## src/rtl/fft_frame_packer_pkg.sv

```systemverilog
// Shared definitions for the FFT frame packer and the display path that reads its buses.
// Frame geometry, the FSM state encoding and the bin-to-slice packing helper live here.
package fft_frame_packer_pkg;

  localparam int N_BINS = 32;
  localparam int DW     = 16;
  localparam int BW     = N_BINS * DW;
  localparam int IW     = $clog2(N_BINS);

  typedef enum logic [1:0] {
    ST_IDLE    = 2'd0,
    ST_COLLECT = 2'd1,
    ST_COMMIT  = 2'd2
  } state_t;

  // Bin k occupies [DW*k + DW-1 : DW*k] of a packed bus.
  function automatic int unsigned slice_lo(input int unsigned k);
    return k * DW;
  endfunction

endpackage

```

## src/rtl/fft_frame_packer_if.sv

```systemverilog
// Bin-stream input and packed-frame output signals of the packer.
// The master side is the FFT core / display pair, the slave side is the packer.
interface fft_frame_packer_if;
  import fft_frame_packer_pkg::*;

  logic          bin_valid;
  logic          bin_sop;
  logic          bin_eop;
  logic [DW-1:0] bin_real;
  logic [DW-1:0] bin_imag;
  logic [BW-1:0] fft_real;
  logic [BW-1:0] fft_imag;
  logic          fft_done;
  logic          frame_err;
  logic          busy;

  modport master (
    output bin_valid, bin_sop, bin_eop, bin_real, bin_imag,
    input  fft_real, fft_imag, fft_done, frame_err, busy
  );

  modport slave (
    input  bin_valid, bin_sop, bin_eop, bin_real, bin_imag,
    output fft_real, fft_imag, fft_done, frame_err, busy
  );

endinterface

```

## src/rtl/fft_frame_shadow.sv

```systemverilog
// Shadow register file: one {imag, real} word per bin with an indexed write port
// and a full-width parallel read of the packed real and imaginary buses.
module fft_frame_shadow
  import fft_frame_packer_pkg::*;
(
  input  logic            clk,
  input  logic            rst_n,
  input  logic            wr_en,
  input  logic [IW-1:0]   wr_idx,
  input  logic [2*DW-1:0] wr_data,
  output logic [BW-1:0]   rd_real,
  output logic [BW-1:0]   rd_imag
);

  logic [2*DW-1:0] word_reg [N_BINS];

  // Every word is read in parallel, so storage stays in flops rather than RAM.
  generate
    for (genvar gi = 0; gi < N_BINS; gi++) begin : g_word
      localparam logic [IW-1:0] IDX = IW'(gi);

      always_ff @(posedge clk or negedge rst_n) begin
        if (!rst_n) begin
          word_reg[gi] <= '0;
        end else if (wr_en && (wr_idx == IDX)) begin
          word_reg[gi] <= wr_data;
        end
      end

      assign rd_real[slice_lo(gi) +: DW] = word_reg[gi][DW-1:0];
      assign rd_imag[slice_lo(gi) +: DW] = word_reg[gi][2*DW-1:DW];
    end
  endgenerate

endmodule

```

## src/rtl/fft_frame_packer.sv

```systemverilog
// Packs one complete 32-bin FFT frame from the serial bin stream onto flat buses,
// dropping and flagging frames with bad SOP/EOP framing.
module fft_frame_packer
  import fft_frame_packer_pkg::*;
(
  input  logic           clk,
  input  logic           rst_n,
  fft_frame_packer_if.slave bus
);

  localparam logic [IW-1:0] LAST_IDX = IW'(N_BINS - 1);

  state_t          state_reg;
  logic [IW-1:0]   bin_idx_reg;
  logic [BW-1:0]   fft_real_reg;
  logic [BW-1:0]   fft_imag_reg;
  logic            fft_done_reg;
  logic            frame_err_reg;
  logic            busy_reg;

  logic            wr_en;
  logic [IW-1:0]   wr_idx;
  logic [2*DW-1:0] wr_data;
  logic [BW-1:0]   shadow_real;
  logic [BW-1:0]   shadow_imag;

  wire sop_hit = bus.bin_valid && bus.bin_sop;

  // Shadow write decode; it must see the same decisions the FSM makes below.
  always_comb begin
    wr_en   = 1'b0;
    wr_idx  = bin_idx_reg;
    wr_data = {bus.bin_imag, bus.bin_real};
    case (state_reg)
      ST_COLLECT: begin
        if (bus.bin_valid) begin
          if (bus.bin_sop) begin
            wr_en  = 1'b1;
            wr_idx = '0;
          end else if (bin_idx_reg == LAST_IDX) begin
            wr_en = bus.bin_eop;
          end else begin
            wr_en = !bus.bin_eop;
          end
        end
      end
      default: begin
        if (sop_hit) begin
          wr_en  = 1'b1;
          wr_idx = '0;
        end
      end
    endcase
  end

  fft_frame_shadow u_shadow (
    .clk     (clk),
    .rst_n   (rst_n),
    .wr_en   (wr_en),
    .wr_idx  (wr_idx),
    .wr_data (wr_data),
    .rd_real (shadow_real),
    .rd_imag (shadow_imag)
  );

  always_ff @(posedge clk or negedge rst_n) begin
    if (!rst_n) begin
      state_reg     <= ST_IDLE;
      bin_idx_reg   <= '0;
      fft_real_reg  <= '0;
      fft_imag_reg  <= '0;
      fft_done_reg  <= 1'b0;
      frame_err_reg <= 1'b0;
      busy_reg      <= 1'b0;
    end else begin
      fft_done_reg  <= 1'b0;
      frame_err_reg <= 1'b0;
      case (state_reg)
        ST_COLLECT: begin
          if (bus.bin_valid) begin
            if (bus.bin_sop) begin
              bin_idx_reg   <= IW'(1);
              frame_err_reg <= 1'b1;
            end else if (bin_idx_reg != LAST_IDX) begin
              if (bus.bin_eop) begin
                bin_idx_reg   <= '0;
                frame_err_reg <= 1'b1;
                state_reg     <= ST_IDLE;
                busy_reg      <= 1'b0;
              end else begin
                bin_idx_reg <= bin_idx_reg + IW'(1);
              end
            end else begin
              // Bin 31: EOP commits, anything else is a missing-EOP drop.
              bin_idx_reg   <= '0;
              frame_err_reg <= !bus.bin_eop;
              state_reg     <= bus.bin_eop ? ST_COMMIT : ST_IDLE;
              busy_reg      <= 1'b0;
            end
          end
        end
        ST_COMMIT: begin
          fft_real_reg <= shadow_real;
          fft_imag_reg <= shadow_imag;
          fft_done_reg <= 1'b1;
          if (sop_hit) begin
            bin_idx_reg <= IW'(1);
            state_reg   <= ST_COLLECT;
            busy_reg    <= 1'b1;
          end else begin
            state_reg <= ST_IDLE;
          end
        end
        default: begin
          if (sop_hit) begin
            bin_idx_reg <= IW'(1);
            state_reg   <= ST_COLLECT;
            busy_reg    <= 1'b1;
          end else begin
            state_reg <= ST_IDLE;
          end
        end
      endcase
    end
  end

  assign bus.fft_real  = fft_real_reg;
  assign bus.fft_imag  = fft_imag_reg;
  assign bus.fft_done  = fft_done_reg;
  assign bus.frame_err = frame_err_reg;
  assign bus.busy      = busy_reg;

endmodule

```

## src/flat_wrapper.sv

```systemverilog
// flat-port wrapper written by rule: the top's interface ports become plain ports
module fft_frame_packer_flat import fft_frame_packer_pkg::*;
  (clk, rst_n, bus_bin_valid, bus_bin_sop, bus_bin_eop, bus_bin_real, bus_bin_imag, bus_fft_real, bus_fft_imag, bus_fft_done, bus_frame_err, bus_busy);
  fft_frame_packer_if bus_i ();
  input  logic clk;
  input  logic rst_n;
  input wire logic [$bits(bus_i.bin_valid)-1:0] bus_bin_valid;
  input wire logic [$bits(bus_i.bin_sop)-1:0] bus_bin_sop;
  input wire logic [$bits(bus_i.bin_eop)-1:0] bus_bin_eop;
  input wire logic [$bits(bus_i.bin_real)-1:0] bus_bin_real;
  input wire logic [$bits(bus_i.bin_imag)-1:0] bus_bin_imag;
  output wire logic [$bits(bus_i.fft_real)-1:0] bus_fft_real;
  output wire logic [$bits(bus_i.fft_imag)-1:0] bus_fft_imag;
  output wire logic [$bits(bus_i.fft_done)-1:0] bus_fft_done;
  output wire logic [$bits(bus_i.frame_err)-1:0] bus_frame_err;
  output wire logic [$bits(bus_i.busy)-1:0] bus_busy;
  assign bus_i.bin_valid = bus_bin_valid;
  assign bus_i.bin_sop = bus_bin_sop;
  assign bus_i.bin_eop = bus_bin_eop;
  assign bus_i.bin_real = bus_bin_real;
  assign bus_i.bin_imag = bus_bin_imag;
  assign bus_fft_real = bus_i.fft_real;
  assign bus_fft_imag = bus_i.fft_imag;
  assign bus_fft_done = bus_i.fft_done;
  assign bus_frame_err = bus_i.frame_err;
  assign bus_busy = bus_i.busy;
  fft_frame_packer u_core (.clk(clk), .rst_n(rst_n), .bus(bus_i));
endmodule
```

## config.mk

```make
export PLATFORM = sky130hd
export DESIGN_NAME = fft_frame_packer_flat
export DESIGN_NICKNAME = d
export VERILOG_FILES = /design/src/rtl/fft_frame_packer_pkg.sv /design/src/rtl/fft_frame_packer_if.sv /design/src/rtl/fft_frame_shadow.sv /design/src/rtl/fft_frame_packer.sv /design/src/flat_wrapper.sv
export SDC_FILE = /design/constraint.sdc
export NUM_CORES = 2
export LEC_CHECK = 0
export BUFFER_PORTS_ARGS = -buffer_cell sky130_fd_sc_hd__buf_2
export CORE_MARGIN = 2
export CORE_UTILIZATION = 45
export DETAILED_ROUTE_END_ITERATION = 16
export PLACE_DENSITY_LB_ADDON = 0.1
export SLEW_MARGIN = 20
export SYNTH_ARGS = -nofsm -noshare
export SYNTH_HDL_FRONTEND = slang
export SYNTH_SLANG_ARGS = --single-unit
```

## constraint.sdc

```tcl
create_clock -name clk -period 2.45 [get_ports clk]
set_input_delay 0.1225 -clock clk [delete_from_list [all_inputs] [get_ports clk]]
set_output_delay 0.1225 -clock clk [all_outputs]
set_load 0.02 [all_outputs]
```

==> results.tsv <==
stage	metric	value	unit
clock_tree	total CTS buffers	210	
synthesis	post-synthesis cell area	77200	sq um
cells_and_area	fin nets	7882	
grt	first-pass GRT wire length	368000	microns
timing	WHS	0.0380	ns
power_and_ir_drop	Seq pwr share	49.8	%
power_and_ir_drop	peak supply drop	670	uV
cells_and_area	fin cells	10300	
floorplan	die width	418	microns
placed_design	dpl hpwl	163000	microns
timing	final-report setup violation count	691	
power_and_ir_drop	switch share	22.3	%
power_and_ir_drop	Pleak	55.6	nW
route	routed via count	53500	
synthesis	Yosys reg bits	2058	
power_and_ir_drop	Int Pwr	54.2	mW
power_and_ir_drop	PwrDens	723	nW/um^2
synthesis	Post-synth EDFFs	0	
floorplan	Placement Rows	152	
cells_and_area	area delta synth->final	24.9	%
timing	Fmax	373	MHz
critical_path	Worst EP required	3.17	ns
grt	initial antenna violation count	18	
critical_path	critical path class	flop to flop	
route	DR pass1 iterations	5	
timing	max-slew violations	0	
route	final wirelength	264000	microns
clock_tree	clk_lat worst skew	0.86	ns
route	number of DRC markers in iteration 0	4694	
critical_path	crit path max fanout	8	
placed_design	PortBufs	1063	
timing	Period minus WS final	2.68	ns
grt	GRT overflow	0	
critical_path	Critical Path Source Type	flop	
floorplan	die footprint	175000	sq um
clock_tree	CTS sink cnt	2058	
power_and_ir_drop	P_sw	15.5	mW
clock_tree	CTS tree	yes	
synthesis	Mapped Cells	6681	
outcome	failing checks	negative setup slack	
grt	vias in the first global route	52700	
placed_design	post-place instance area	86800	sq um
power_and_ir_drop	Comb pwr share	3.4	%
worst_hold_path	type of the worst min-delay path	input port to flop	
critical_path	Critical Path AT	3.40	ns
clock_tree	CTS Buffer Depth	3	
floorplan	io pins	1064	
synthesis	Avg Inst Size Synth	11.6	sq um
critical_path	Critical Path End Type	flop	
route	detailed-route vias per instance	5.21	
timing	worst slew margin relative to its limit	29.3	%
timing	final setup margin	-0.229	ns
timing	RSZ-0062 raised after global routing	true	
cells_and_area	layout cells sized above 1	34.1	%
clock_tree	CTS H-tree depth	4	
synthesis	Post-synth top flop	dfrtp_1	
timing	Hold Vio Cnt, Final	0	
clock_tree	root buf cell	clkbuf_16	
floorplan	Die Ht	418	microns
synthesis	yosys warns	0	
power_and_ir_drop	Final Power	69.7	mW
placed_design	Placed Instances	9764	
job	MaxCap Viol Count	0	
cells_and_area	Final Cell Area	96400	sq um
timing	Tcrit/Tclk final	109	%
clock_tree	clock-pin slew on the worst setup and hold paths	0.06	ns
cells_and_area	most frequent cells in the layout	3079 x nand2_1, 2058 x dfrtp_1, 1062 x buf_2, 797 x mux2_2, 242 x clkbuf_16	
grt	Total GRT Usage	28.9	%
cells_and_area	most common cell after layout, fill and taps aside	nand2_1	
synthesis	ys async rst share	100	%
synthesis	count of cell types in the netlist	44	
timing	Slew @ Worst Pin	1.06	ns
floorplan	Core Region	171000	sq um
grt	pin count of the biggest net entering global routing	140	
synthesis	syn_nets	6721	
power_and_ir_drop	power share of the clock group	46.8	%
route	Routed WL per cell	25.7	microns
floorplan	initial core utilization	45.2	%
placed_design	Final GP Congestion	0.832	
synthesis	Seq/Total Area, Yosys	66.7	%
route	DRC	0	
timing	Final Skew	0.0269	ns
outcome	status	finished with violations	
route	Routed Antenna Nets	0	
-- final cells by class --
class / count / area (sq um)
sequential: 2058 / 51500
clock buffer: 318 / 6230
multi-input combinational: 4188 / 24800
inverter: 4 / 22.5
timing repair buffer: 1380 / 10300
clock inverter: 66 / 801
antenna: 22 / 55.1
fill: 14500 / 74500
tap: 2233 / 2790
-- metrics by stage --
step           util, %  TNS, ns  worst slack (ns)
6_report          56.4   -63.89            -0.229
5_1_grt           56.4  -176.93            -0.330
4_1_cts           55.5   -39.08            -0.161
3_3_place_gp      50.8  -109.37            -0.346
2_1_floorplan        -   -16.98            -0.119
3_5_place_dp      50.8   -71.03            -0.257
-- logic make-up (layout without fill, tap and decap cells) --
group	Yosys count	in the layout	synth area share [%]
muxes	1025	1025	15.2
other	0	22	0
DFF	2058	2058	66.7
adders and majority gates	3	3	0.0486
and+or+nand+nor	3144	3144	15.5
xor gates and xnor gates	1	1	0.0113
buffers and inverters	435	1768	2.36
AOI/OAI and AO/OA	15	15	0.133
-- power groups by stage --
| stage | Clock, mW | Sequential [mW] | Combinational (mW) |
|---|---|---|---|
| after CTS | 33.2 | 34.7 | 2.40 |
| after global placement | 0 | 35.3 | 2.30 |
| after global routing | 34.6 | 34.8 | 2.56 |
| final | 32.7 | 34.7 | 2.35 |
| after floorplan | 0 | 35.3 | 0.765 |
| after detailed placement | 0 | 35.3 | 2.33 |
-- routing by layer --
| metal | vias up | share of wire [%] | routed length [microns] | GRT usage (%) |
|---|---|---|---|---|
| met5 | - | 0 | 0 | 0 |
| met4 | 0 | 5.9 | 15400 | 15.6 |
| met3 | 476 | 4.8 | 12800 | 3.64 |
| met2 | 1675 | 49 | 128000 | 46.4 |
| met1 | 27800 | 41 | 107000 | 38.5 |
| li1 | 23600 | - | - | - |
-- synthesized netlist by cell type (all sizes together), types with 3 or more instances --
| cell type | instances | area [sq um] |
|---|---|---|
| nor4 | 4 | 52.6 |
| nand2 | 3099 | 11600 |
| nor2b | 4 | 25.0 |
| inv | 4 | 15.0 |
| nand3 | 4 | 20.0 |
| a22o | 4 | 35.0 |
| mux2 | 1024 | 11800 |
| and3 | 6 | 37.5 |
| clkbuf | 312 | 1170 |
| buf | 119 | 632 |
| dfrtp | 2058 | 51500 |
| and2 | 3 | 18.8 |
| nor4b | 3 | 47.5 |
| o21ai | 6 | 33.8 |
| nand4 | 3 | 25.0 |
| ha | 3 | 37.5 |
| nor2 | 9 | 33.8 |
-- worst max-delay path, cell delays in order, from the launching register on --
cell and delay, ns:
dfrtp_1 0.36, ha_2 0.19, inv_2 0.04, nor2_2 0.10, ha_2 0.20, ha_4 0.22
nor4b_4 0.26, buf_4 0.19, and3_4 0.31, nand2_8 0.15, buf_12 0.20, mux2_4 0.30
-- path summary, 6_finish.rpt --
path / from / to / slack (ns) / depth (start not counted)
max: u_core.bin_idx_reg[0]$_DFFE_PN0P_ / u_core.u_shadow.rd_imag[286]$_DFFE_PN0P_ / -0.23 / 11
max reg2reg: u_core.bin_idx_reg[0]$_DFFE_PN0P_ / u_core.u_shadow.rd_imag[286]$_DFFE_PN0P_ / -0.23 / 11
min: bus_bin_real[13] / u_core.u_shadow.rd_real[77]$_DFFE_PN0P_ / 0.04 / 2
max in group asynchronous: rst_n / u_core.bus.fft_imag[407]$_DFFE_PN0P_ / 1.09 / 3
min in group asynchronous: rst_n / u_core.bus.fft_imag[158]$_DFFE_PN0P_ / 0.20 / 3
min reg2reg: u_core.u_shadow.rd_real[483]$_DFFE_PN0P_ / u_core.bus.fft_real[483]$_DFFE_PN0P_ / 0.43 / 2
-- timing repair --
item,4_1_cts,5_1_grt
hold buffers,31,0
endpoints found under the setup margin,813,1026
hold endpoints to repair,1983,0
gates cloned,15,36
pin swaps,5,5
setup buffers,10,7
gates resized for setup,67,137
Note: power is estimated with default switching activity, not from simulation.
